<file path="config.mk">
export PLATFORM = sky130hd
export DESIGN_NAME = jserial_add_seq
export DESIGN_NICKNAME = d
export VERILOG_FILES = /design/src/rtl/jserial_add_seq.sv
export SDC_FILE = /design/constraint.sdc
export NUM_CORES = 1
export LEC_CHECK = 0
export CORE_MARGIN = 3
export CORE_UTILIZATION = 52
export CTS_BUF_LIST = sky130_fd_sc_hd__clkbuf_4 sky130_fd_sc_hd__clkbuf_8
export DETAILED_ROUTE_END_ITERATION = 16
export HOLD_SLACK_MARGIN = 0.05
export PLACE_DENSITY = 0.95
export SETUP_SLACK_MARGIN = 0.5
export SLEW_MARGIN = 20
export SYNTH_ARGS = -nofsm -noshare
export SYNTH_HDL_FRONTEND = slang
export SYNTH_SLANG_ARGS = --single-unit
export TNS_END_PERCENT = 20
</file>
<file path="constraint.sdc">
create_clock -name clk -period 4.3 [get_ports clk]
set_input_delay 0.645 -clock clk [delete_from_list [all_inputs] [get_ports clk]]
set_output_delay 0.645 -clock clk [all_outputs]
set_load 0.01 [all_outputs]
</file>
<file path="src/rtl/jserial_add_seq.sv">
// -----------------------------------------------------------------------------
// jserial_add_seq
// Sequencer that drives a bit-serial adder core from a parallel client.
// A request hands over two WIDTH-bit operands and a carry-in. The sequencer
// clears the adder for one cycle, then feeds it one operand bit pair per cycle,
// LSB first. It collects the returned sum bits into a parallel result and
// presents sum and carry-out on a valid/ready response port.
//
// Ports
//   clk, rst             single clock, synchronous active-high reset
//   req_valid/req_ready  request handshake; operands req_a, req_b, req_cin
//   rsp_valid/rsp_ready  response handshake; result rsp_sum, rsp_cout
//   sa_rst               clear to the serial adder (also high during rst)
//   sa_en                adder consumes sa_a/sa_b this cycle
//   sa_a, sa_b, sa_cin   current operand bits and the latched carry-in
//   sa_sum, sa_cout      combinational sum / carry of the current bit
// -----------------------------------------------------------------------------
module jserial_add_seq #(
   parameter int WIDTH = 4
) (
   input  logic             clk,
   input  logic             rst,
   input  logic             req_valid,
   output logic             req_ready,
   input  logic [WIDTH-1:0] req_a,
   input  logic [WIDTH-1:0] req_b,
   input  logic             req_cin,
   output logic             rsp_valid,
   input  logic             rsp_ready,
   output logic [WIDTH-1:0] rsp_sum,
   output logic             rsp_cout,
   output logic             sa_rst,
   output logic             sa_en,
   output logic             sa_a,
   output logic             sa_b,
   output logic             sa_cin,
   input  logic             sa_sum,
   input  logic             sa_cout
);

   localparam int CNTW = $clog2(WIDTH + 1);

   typedef enum logic [1:0] {
      IDLE  = 2'd0,
      CLR   = 2'd1,
      SHIFT = 2'd2,
      DONE  = 2'd3
   } state_t;

   state_t           state_q, state_d;
   logic [WIDTH-1:0] opa_q, opa_d;
   logic [WIDTH-1:0] opb_q, opb_d;
   logic             cin_q, cin_d;
   logic [CNTW-1:0]  cnt_q, cnt_d;
   logic [WIDTH-1:0] res_q, res_d;
   logic             cout_q, cout_d;

   // State and datapath registers; reset discards any operation in flight.
   always_ff @(posedge clk) begin
      if (rst) begin
         state_q <= IDLE;
         opa_q   <= '0;
         opb_q   <= '0;
         cin_q   <= 1'b0;
         cnt_q   <= '0;
         res_q   <= '0;
         cout_q  <= 1'b0;
      end else begin
         state_q <= state_d;
         opa_q   <= opa_d;
         opb_q   <= opb_d;
         cin_q   <= cin_d;
         cnt_q   <= cnt_d;
         res_q   <= res_d;
         cout_q  <= cout_d;
      end
   end

   // Next-state logic. During SHIFT the operands move right so bit 0 is always
   // the bit being added, and each sum bit enters the result at the MSB so that
   // after WIDTH shifts the first (LSB) sum bit has reached bit 0.
   always_comb begin
      state_d = state_q;
      opa_d   = opa_q;
      opb_d   = opb_q;
      cin_d   = cin_q;
      cnt_d   = cnt_q;
      res_d   = res_q;
      cout_d  = cout_q;
      case (state_q)
         IDLE: begin
            if (req_valid) begin
               opa_d   = req_a;
               opb_d   = req_b;
               cin_d   = req_cin;
               cnt_d   = '0;
               res_d   = '0;
               state_d = CLR;
            end
         end
         CLR: begin
            state_d = SHIFT;
         end
         SHIFT: begin
            opa_d              = opa_q >> 1;
            opb_d              = opb_q >> 1;
            res_d              = res_q >> 1;
            res_d[WIDTH-1]     = sa_sum;
            cnt_d              = cnt_q + CNTW'(1);
            if (cnt_q == CNTW'(WIDTH - 1)) begin
               cout_d  = sa_cout;
               state_d = DONE;
            end
         end
         DONE: begin
            if (rsp_ready) begin
               state_d = IDLE;
            end
         end
         default: begin
            state_d = IDLE;
         end
      endcase
   end

   // Moore outputs decoded from the state. sa_rst follows rst directly so the
   // adder is cleared for the whole time the sequencer is held in reset.
   assign req_ready = (state_q == IDLE);
   assign rsp_valid = (state_q == DONE);
   assign rsp_sum   = res_q;
   assign rsp_cout  = cout_q;
   assign sa_rst    = rst | (state_q == CLR);
   assign sa_en     = (state_q == SHIFT);
   assign sa_a      = (state_q == SHIFT) ? opa_q[0] : 1'b0;
   assign sa_b      = (state_q == SHIFT) ? opb_q[0] : 1'b0;
   assign sa_cin    = (state_q == SHIFT) ? cin_q : 1'b0;

endmodule

</file>
# Word level (Yosys, flattened, before mapping)
# Cells that the tools add are included.
[totals]
output_inout_bits = 12
ram_bits = 0
in_bits = 15
latch_bits = 0
mem_bits_ro = 0
n_memories = 0
ff_bits = 19
[classes]
div = 0
reduce_logical = 6
multipliers = 0
addsub = 1
muxes = 15
eq_ne = 7
magnitude_cmp = 0
n_bitwise = 1
n_shift = 0
[op_table]
columns = ["op", "n"]
rows = [
  ["$pmux W4 S2", 3],
  ["$mux W4", 3],
  ["$pmux W2 S4", 1],
  ["$mux W2", 3],
  ["$pmux W3 S2", 1],
  ["$reduce_and A2 Y1", 3],
  ["$eq A2 B2 Y1 const B", 2],
  ["$ne A2 B1 Y1 const B", 2],
  ["$add A3 B1 Y3 const B", 1],
  ["$eq A3 B2 Y1 const B", 1],
  ["$mux W1", 3],
  ["$mux W3", 1],
  ["$reduce_and A3 Y1", 1],
  ["$eq A2 B1 Y1 const B", 1],
  ["$logic_not A2 Y1", 1],
  ["$ne A2 B2 Y1 const B", 1],
  ["$reduce_bool A2 Y1", 1],
  ["$or A1 B1 Y1", 1],
]

# Logic depth before layout (Yosys ltp)
# Gate-level depths: netlist of the first run.
[depth]
depth_word = 3
mapped_depth = 7
depth_no_buf = 5

# Worst setup path before layout of the first run
# OpenSTA, ideal clock, no wires.
[synth_timing]
kind = "reg-to-output"
start = "register state_q[0]"
end = "output sa_a"
slack_ns = 2.426
t_arrival_ns = 1.229
n_path_buf = 2
stages_incl_launch_ff = 6
path_cell_list = "dfxtp_1 inv_1 ha_1 buf_4 buf_6 and2_1"
[synth_between]
elab_chain_len = 2
[synth_lines]
columns = ["element", "line_no", "rtl"]
rows = [
  ["start: declaration", "50", "state_t state_q, state_d;"],
  ["start signal: assignment", "69", "state_q <= state_d;"],
  ["$eq A2 B2 Y1", "-", ""],
  ["named net sa_en", "33", "output logic sa_en,"],
  ["$mux W1", "134", "assign sa_a = (state_q == SHIFT) ? opa_q[0] : 1'b0;"],
  ["end: declaration", "34", "output logic sa_a,"],
]
# The timed path passes the listed nets, and every way through them passes these cells.

# Worst setup path in the final report of the first run
[layout_timing]
start = "register state_q[0]"
end = "output sa_cin"
[layout_between]
elab_chain_len = 2
[layout_lines]
columns = ["element", "line_no", "rtl"]
rows = [
  ["$eq A2 B2 Y1", "136", "assign sa_cin = (state_q == SHIFT) ? cin_q : 1'b0;"],
  ["$mux W1", "136", ""],
  ["end: declaration", "36", "output logic sa_cin,"],
]
# No other way between the ends.

==> flow_summary.yaml, run 1 <==
finish:
  fin_cells: 147
  final_layout_size_suffix_gt1_share_pct: 13.1
  fillers: 131
  fin_util_pct: 71.3
  num_antenna_cells: 0
  fin_nets: 144
  area_growth_pct: 27.9
clocking:
  cts_resized: 0
  cts_buffers: 3
  clock-sinks: 19
  clock_path_buffers: 2
  hold_buffers: 0
  clk_latency_ns: 0.29
  cts_setup_buffers: 0
  cts_tree: "built"
  clkTransAtPathRegs_ns: 0.10
  root_buffer: "clkbuf_4"
  htree_levels: 1
route:
  ant_nets: 0
  drcViolationCount: 0
  drt-total-wl_um: 1880
  dr.pass1.iters: 4
  drt-initial-drc-count: 19
  post_drt_wl_per_cell_um: 12.8
  via_per_inst: 5.40
  num_vias: 794
outcome:
  outcome: "completed"
power:
  max-vdd-ir-drop_mv: 0.416
  power.density_nw_per_um2: 545
  p_leak_nw: 0.464
min_path:
  hp-start: "rsp_cout"
  hold_depth: 2
  hold_path.class: "reg -> reg"
  hold_end: "rsp_cout"
timing:
  hold_viol: 0
  rsz0062_at_grt: "false"
  whs_ns: 0.477
  drv_slew: 0
  worstMarginPinSlew_ns: 0.975
  period_share_pct: 68.5
  setup-tns-final_ns: 0
  finClkSkew_ns: 0.00590
  min_period_ns: 2.95
  max_slew_margin_pct: 35.0
  setup_viol: 0
  fmax_ghz: 0.339
global_routing:
  grt_usage_pct: 17.6
  grt_max_degree: 25
  grt_overflow: 0
  grt_pass1_wl_um: 3350
  grt_pass1_vias: 793
  grt_antenna_before_repair: 0
yosys:
  synth.avg_cell_area_um2: 9.93
  ys_ff_latch: 19
  synth_area_leaders: "dfxtp_1 (39%), a211oi_2 (7.7%), ha_1 (7.7%)"
  syn_area_um2: 973
  ys_seq_area_share_pct: 39.1
  synth_top_cell_by_area: "dfxtp_1"
  syn_inst: 98
  syn-num-nets: 119
  synth_cell_types: 27
  synth_top_area_share_pct: 39.1
  ys_warn_count: 0
job:
  drv_cap: 0
critical_path:
  reg2reg_from: "state_q[0]"
  cp_slowest_stage_delay_ns: 0.80
  worstPathRequired_ns: 3.65
  r2r-end: "opa_q[1]"
  cp_max_fo: 24
  reg2reg_depth: 5
  path_delay_family: "adder cells"
  critPathLaunchType: "flop"
  arrival_ns: 2.30
  r2r_setup_slack_ns: 2.31
  path_buf_inv: 2
  end_kind: "output port"
  cp_slowest_cell: "ha_1"
  path_cells: "inv_1 -> ha_1 -> and2_1 -> clkdlybuf4s50_1"
  critPathKind: "reg -> out"
placement:
  port_buffers: 26
  dp.cells: 143
  gp_congestion: 0.703
  hpwl_um: 1400
die:
  fp.coreArea_um2: 1750
  io_pins: 27
  die_x_um: 49.3
  die_h_um: 49.3
  dieArea_um2: 2430
  start_util_pct: 55.8
  rows: 15
==> where the power goes <==
group	switching [mW]	leakage (nW)	internal, mW	total, mW
Clock	0.0500	0.0184	0.0424	0.0923
Combinational	0.185	0.290	0.159	0.344
Sequential	0.0248	0.155	0.218	0.242
==> through the flow <==
stage	cell area [um2]	power, mW	setup WS, ns
floorplan	973	0.531	2.43
global placement	1210	0.573	1.75
detailed placement	1210	0.588	1.69
CTS	1240	0.681	1.36
global route	1240	0.733	1.20
finish	1240	0.678	1.35
==> worst max-delay path by stage <==
| stage | from | to | depth (start not counted) |
|---|---|---|---|
| after floorplan | state_q[0] | sa_a | 5 |
| after global placement | state_q[0] | sa_cin | 4 |
| after detailed placement | state_q[0] | sa_cin | 4 |
| after CTS | state_q[0] | sa_cin | 4 |
| after global routing | state_q[0] | sa_cin | 4 |
| final | state_q[0] | sa_cin | 4 |
==> per-layer routing <==
metal / track usage, % / wire [um]
met5: 0 / 0
met4: 4.27 / 13
met3: 6.12 / 118
met2: 31.3 / 943
met1: 20.0 / 806
==> sequential cells by signal (all words and copies together), names as in the netlist <==
register and cells:
cnt_q 3, opa_q 4, rsp_sum 4, rsp_cout 1
cin_q 1, opb_q 4, state_q 2
==> cell type report <==
cell class / count / area [um2] / share of cell area [%]
well taps: 25 / 31.3 / 2.51
clock buffers: 4 / 30.0 / 2.41
multi-input cells: 68 / 520 / 41.8
inverters: 4 / 15.0 / 1.21
repair buffers: 27 / 268 / 21.5
flip-flops and latches: 19 / 380 / 30.6
==> cells by family (layout without fill, tap and decap cells) <==
kind of cell | after synthesis | after routing | share of synthesized area (%)
simple gates | 34 | 34 | 17.0
compound gates | 20 | 20 | 18.8
flops | 19 | 19 | 39.1
buf+inv | 11 | 35 | 7.45
mux | 8 | 8 | 10.0
fa+ha+maj | 6 | 6 | 7.71
==> worst register-to-register path, stage by stage (launching register included) <==
cell and delay, ns:
dfxtp_1 0.35, inv_1 0.09, ha_1 0.81, mux2_4 0.42, nor2_1 0.07, a211oi_2 0.19
==> synth_stat cells <==
| cell | instances |
|---|---|
| buf_6 | 3 |
| mux2_4 | 1 |
| nand3b_1 | 1 |
| a211oi_2 | 6 |
| and2_1 | 3 |
| clkbuf_1 | 1 |
| and3b_2 | 1 |
| or2_2 | 1 |
| mux2i_1 | 6 |
| a21oi_1 | 4 |
| dfxtp_1 | 19 |
| mux2i_4 | 1 |
| a32oi_1 | 6 |
| nand2b_1 | 3 |
| a22oi_1 | 2 |
| buf_4 | 2 |
| nor2_1 | 15 |
| o21a_1 | 1 |
| nand4_1 | 1 |
| nor2b_1 | 1 |
| nand3_1 | 2 |
| buf_2 | 1 |
| and3_1 | 1 |
| inv_1 | 4 |
| o31ai_2 | 1 |
| nand2_1 | 5 |
| ha_1 | 6 |
==> cell usage in the layout, fill, tap and decap left out, drive strengths merged, types with 2 or more instances in the layout <==
cell type,n
a22oi,2
clkbuf,4
a21oi,4
clkdlybuf4s50,26
a32oi,6
nand3,2
a211oi,6
and2,3
ha,6
nand2b,3
dfxtp,19
nand2,5
inv,4
nor2,15
mux2i,7
(Power assumes the default switching activity.)
==> run 2: changes to the inputs <==
- CORE_UTILIZATION: 52 -> 44
- PLACE_DENSITY: 0.95 -> 0.88
- clock period: 4.3 -> 2.4 ns (I/O delays scaled with it)
==> flow_summary.yaml, run 2 (same netlist as run 1, synthesis figures left out) <==
placement:
  gp_congestion: 0.709
  hpwl_um: 1550
  dp.cells: 147
  place_area_um2: 1230
  dp_slack_ns: 0.494
  port_buffers: 26
route:
  dr.pass1.iters: 4
  ant_nets: 0
  num_vias: 797
  post_drt_wl_per_cell_um: 13.7
  via_per_inst: 5.28
  drt-initial-drc-count: 9
  drt-total-wl_um: 2060
  drcViolationCount: 0
global_routing:
  grt_antenna_before_repair: 0
  grt_usage_pct: 16.5
  grt_max_degree: 21
  grt_overflow: 0
  grt_pass1_vias: 766
  grt_pass1_wl_um: 3330
die:
  die_h_um: 53.0
  rows: 16
  die_x_um: 53.0
  io_pins: 27
  fp.coreArea_um2: 2020
  dieArea_um2: 2810
  start_util_pct: 48.1
min_path:
  hold_path.class: "reg -> reg"
  hold_end: "rsp_cout"
  hp-start: "rsp_cout"
  hold_depth: 2
timing:
  min_period_ns: 1.98
  max_slew_margin_pct: 77.2
  fmax_ghz: 0.504
  worstMarginPinSlew_ns: 0.335
  hold_viol: 0
  finClkSkew_ns: 0.00443
  drv_slew: 0
  rsz0062_at_grt: "true"
  worst_slack_ns: 0.418
  setup-tns-final_ns: 0
  setup_viol: 0
  period_share_pct: 82.6
  whs_ns: 0.458
finish:
  fin_nets: 146
  fillers: 180
  num_antenna_cells: 0
  final_common_cell: "clkdlybuf4s50_1"
  fin_area_um2: 1290
  fin_cells: 151
  final_layout_size_suffix_gt1_share_pct: 17.7
  fin_util_pct: 63.8
  area_growth_pct: 32.5
  final_cell_mix: "clkdlybuf4s50_1 (24), dfxtp_1 (18), nor2_1 (15)"
critical_path:
  path_cells: "inv_2 -> ha_4 -> and2_1 -> clkdlybuf4s50_1"
  end_kind: "output port"
  cp_max_fo: 6
  path_buf_inv: 2
  r2r-end: "opb_q[0]"
  critPathKind: "reg -> out"
  critPathLaunchType: "flop"
  reg2reg_depth: 6
  r2r_setup_slack_ns: 0.84
  cp_slowest_cell: "clkdlybuf4s50_1"
  reg2reg_from: "state_q[0]"
  cp_num_cells: 4
  worstPathRequired_ns: 2.04
  arrival_ns: 1.62
  cp_slowest_stage_delay_ns: 0.47
  path_delay_family: "buffers and inverters"
power:
  total_power_mw: 1.28
  max-vdd-ir-drop_mv: 0.535
  p_leak_nw: 0.495
  power.density_nw_per_um2: 990
clocking:
  root_buffer: "clkbuf_4"
  clk_latency_ns: 0.30
  cts_buffers: 3
  hold_buffers: 0
  htree_levels: 1
  clock_path_buffers: 2
  clkTransAtPathRegs_ns: 0.10
  cts_tree: "built"
  clock-sinks: 19
job:
  drv_cap: 0
outcome:
  outcome: "completed"
==> run 2: how the worst max path moves through the flow <==
stage	from	end	slack (ns)
2_1_floorplan	state_q[0]	sa_a	0.81
3_3_place_gp	rst	sa_rst	0.49
3_5_place_dp	rst	sa_rst	0.49
4_1_cts	state_q[0]	sa_a	0.36
5_1_grt	state_q[0]	sa_a	0.35
6_report	state_q[0]	sa_a	0.42
==> run 2: worst register-to-register path: stages, from the launching register on <==
cell and delay [ns]:
dfxtp_1 0.42, inv_2 0.09, ha_4 0.19, buf_4 0.19, mux2_4 0.36, nor2_1 0.14
a211oi_2 0.06
==> run 2: power by group <==
| part | internal, mW | leakage (nW) | total (mW) | switching [mW] |
|---|---|---|---|---|
| clock | 0.0761 | 0.0184 | 0.171 | 0.0944 |
| combinational | 0.321 | 0.320 | 0.665 | 0.344 |
| sequential | 0.392 | 0.156 | 0.442 | 0.0496 |
| total | 0.789 | 0.495 | 1.28 | 0.488 |
==> run 2: cell type report <==
| type | count | area, um2 | share of cell area (%) |
|---|---|---|---|
| Multi-Input combinational cell | 68 | 546 | 42.3 |
| Sequential cell | 19 | 382 | 29.6 |
| Timing Repair Buffer | 29 | 284 | 22.0 |
| Inverter | 4 | 15.0 | 1.16 |
| Clock buffer | 4 | 30.0 | 2.33 |
| Tap cell | 27 | 33.8 | 2.62 |
==> run 2: layer usage <==
metal / up-vias / global-route usage (%) / part of all wire (%)
met4: 0 / 5.53 / 1.0
met1: 373 / 18.7 / 42
met5: - / 0 / 0
li1: 399 / - / -
met3: 4 / 5.07 / 5.9
met2: 21 / 29.1 / 51
==> run 2: timing repair <==
action / in CTS / in global routing
gates resized for setup: 4 / 4
setup endpoints to repair: 6 / 6
buffers inserted: 0 / 0
==> run 3: changes to the inputs <==
- clock period: 2.4 -> 1.8 ns (I/O delays scaled with it)
==> flow_summary.yaml, run 3 (same netlist as run 1, synthesis figures left out) <==
power:
  max-vdd-ir-drop_mv: 1.09
  p_leak_nw: 0.599
  power.density_nw_per_um2: 1470
global_routing:
  grt_pass1_wl_um: 4220
  grt_overflow: 0
  grt_usage_pct: 20.6
  grt_antenna_before_repair: 0
  grt_max_degree: 21
  grt_pass1_vias: 930
die:
  start_util_pct: 48.1
  rows: 16
  io_pins: 27
  fp.coreArea_um2: 2020
  dieArea_um2: 2810
  die_h_um: 53.0
  die_x_um: 53.0
critical_path:
  arrival_ns: 1.29
  critPathLaunchType: "flop"
  critPathKind: "reg -> out"
  end_kind: "output port"
  worstPathRequired_ns: 1.53
  reg2reg_depth: 8
  startpoint: "state_q[0]"
  cp_max_fo: 3
  reg2reg_from: "state_q[0]"
timing:
  rsz0062_at_grt: "true"
  hold_viol: 0
  setup_viol: 0
  worstMarginPinSlew_ns: 0.311
  period_share_pct: 86.7
  drv_slew: 0
  min_period_ns: 1.56
  finClkSkew_ns: 0.0104
  fmax_ghz: 0.641
  whs_ns: 0.462
  setup-tns-final_ns: 0
  max_slew_margin_pct: 78.8
route:
  via_per_inst: 5.39
  ant_nets: 0
  drt-total-wl_um: 2630
  post_drt_wl_per_cell_um: 15.6
  dr.pass1.iters: 4
  drcViolationCount: 0
  num_vias: 906
  drt-initial-drc-count: 16
clocking:
  cts_buffers: 3
  clock-sinks: 19
  htree_levels: 1
  cts_tree: "built"
  root_buffer: "clkbuf_4"
  clk_latency_ns: 0.30
  clkTransAtPathRegs_ns: 0.11
  clock_path_buffers: 2
job:
  drv_cap: 0
min_path:
  hold_depth: 2
  hold_path.class: "reg -> reg"
  hp-start: "rsp_cout"
placement:
  dp.cells: 148
  hpwl_um: 1490
  place_area_um2: 1280
  gp_congestion: 0.692
  port_buffers: 26
finish:
  final_layout_size_suffix_gt1_share_pct: 41.1
  num_antenna_cells: 0
  fin_nets: 163
  final_cell_mix: "clkdlybuf4s50_1 (19), dfxtp_1 (17), buf_4 (11), nor2_1 (9), buf_6 (9)"
  area_growth_pct: 54.9
  fin_area_um2: 1510
  fin_cells: 168
  final_common_cell: "clkdlybuf4s50_1"
outcome:
  outcome: "completed"
## run 3: changes by cell type in the layout (fill, tap and decap cells not counted), sizes merged
cell,change
mux2,+1
dlymetal6s2s,-1
clkdlybuf4s50,-5
buf,+20
clkdlybuf4s15,+1
mux2i,+1
## run 3: path summary, 6_finish.rpt
check | endpoint | slack (ns)
setup / recovery | sa_rst | 0.24
hold / removal | rsp_cout | 0.46
setup reg to reg | opa_q[1] | 0.25
hold reg to reg | rsp_cout | 0.46
## run 3: critical path: stages (launching register included)
cell and delay (ns):
dfxtp_4 0.38, buf_6 0.12, ha_2 0.17, or2_4 0.22
buf_6 0.12
## run 3: where the power goes
part | total (mW) | internal [mW] | switching, mW
logic | 1.36 | 0.734 | 0.622
clock network | 0.232 | 0.101 | 0.130
registers | 0.622 | 0.533 | 0.0884
total | 2.21 | 1.37 | 0.841
## run 3: per-layer routing
layer,global-route usage [%],wire length [um]
met3,3.66,116
met2,37.2,1370
met5,0,0
met1,24.4,1110
met4,6.38,26
## run 3: layout make-up
cell class,count,area (um2)
sequential,19,388
multi-input combinational,70,614
timing repair buffer,44,424
fill,133,514
tap,27,33.8
clock buffer,4,30.0
inverter,4,17.5
## run 3: timing repair
| item | CTS | global route |
|---|---|---|
| setup buffers | 11 | 3 |
| endpoints found under the setup margin | 27 | 30 |
| pin swaps | 3 | 4 |
| gates resized for setup | 42 | 4 |
| cloned | 1 | 1 |
| hold buffers | 0 | 0 |
## run 3: through the flow
| step | utilization [%] | setup WS (ns) | power [mW] |
|---|---|---|---|
| floorplan | - | 0.397 | 1.35 |
| global placement | 63.2 | 0.0925 | 1.50 |
| detailed placement | 63.2 | 0.0754 | 1.53 |
| CTS | 72.0 | 0.228 | 2.04 |
| global route | 74.6 | 0.200 | 2.34 |
| finish | 74.6 | 0.239 | 2.21 |
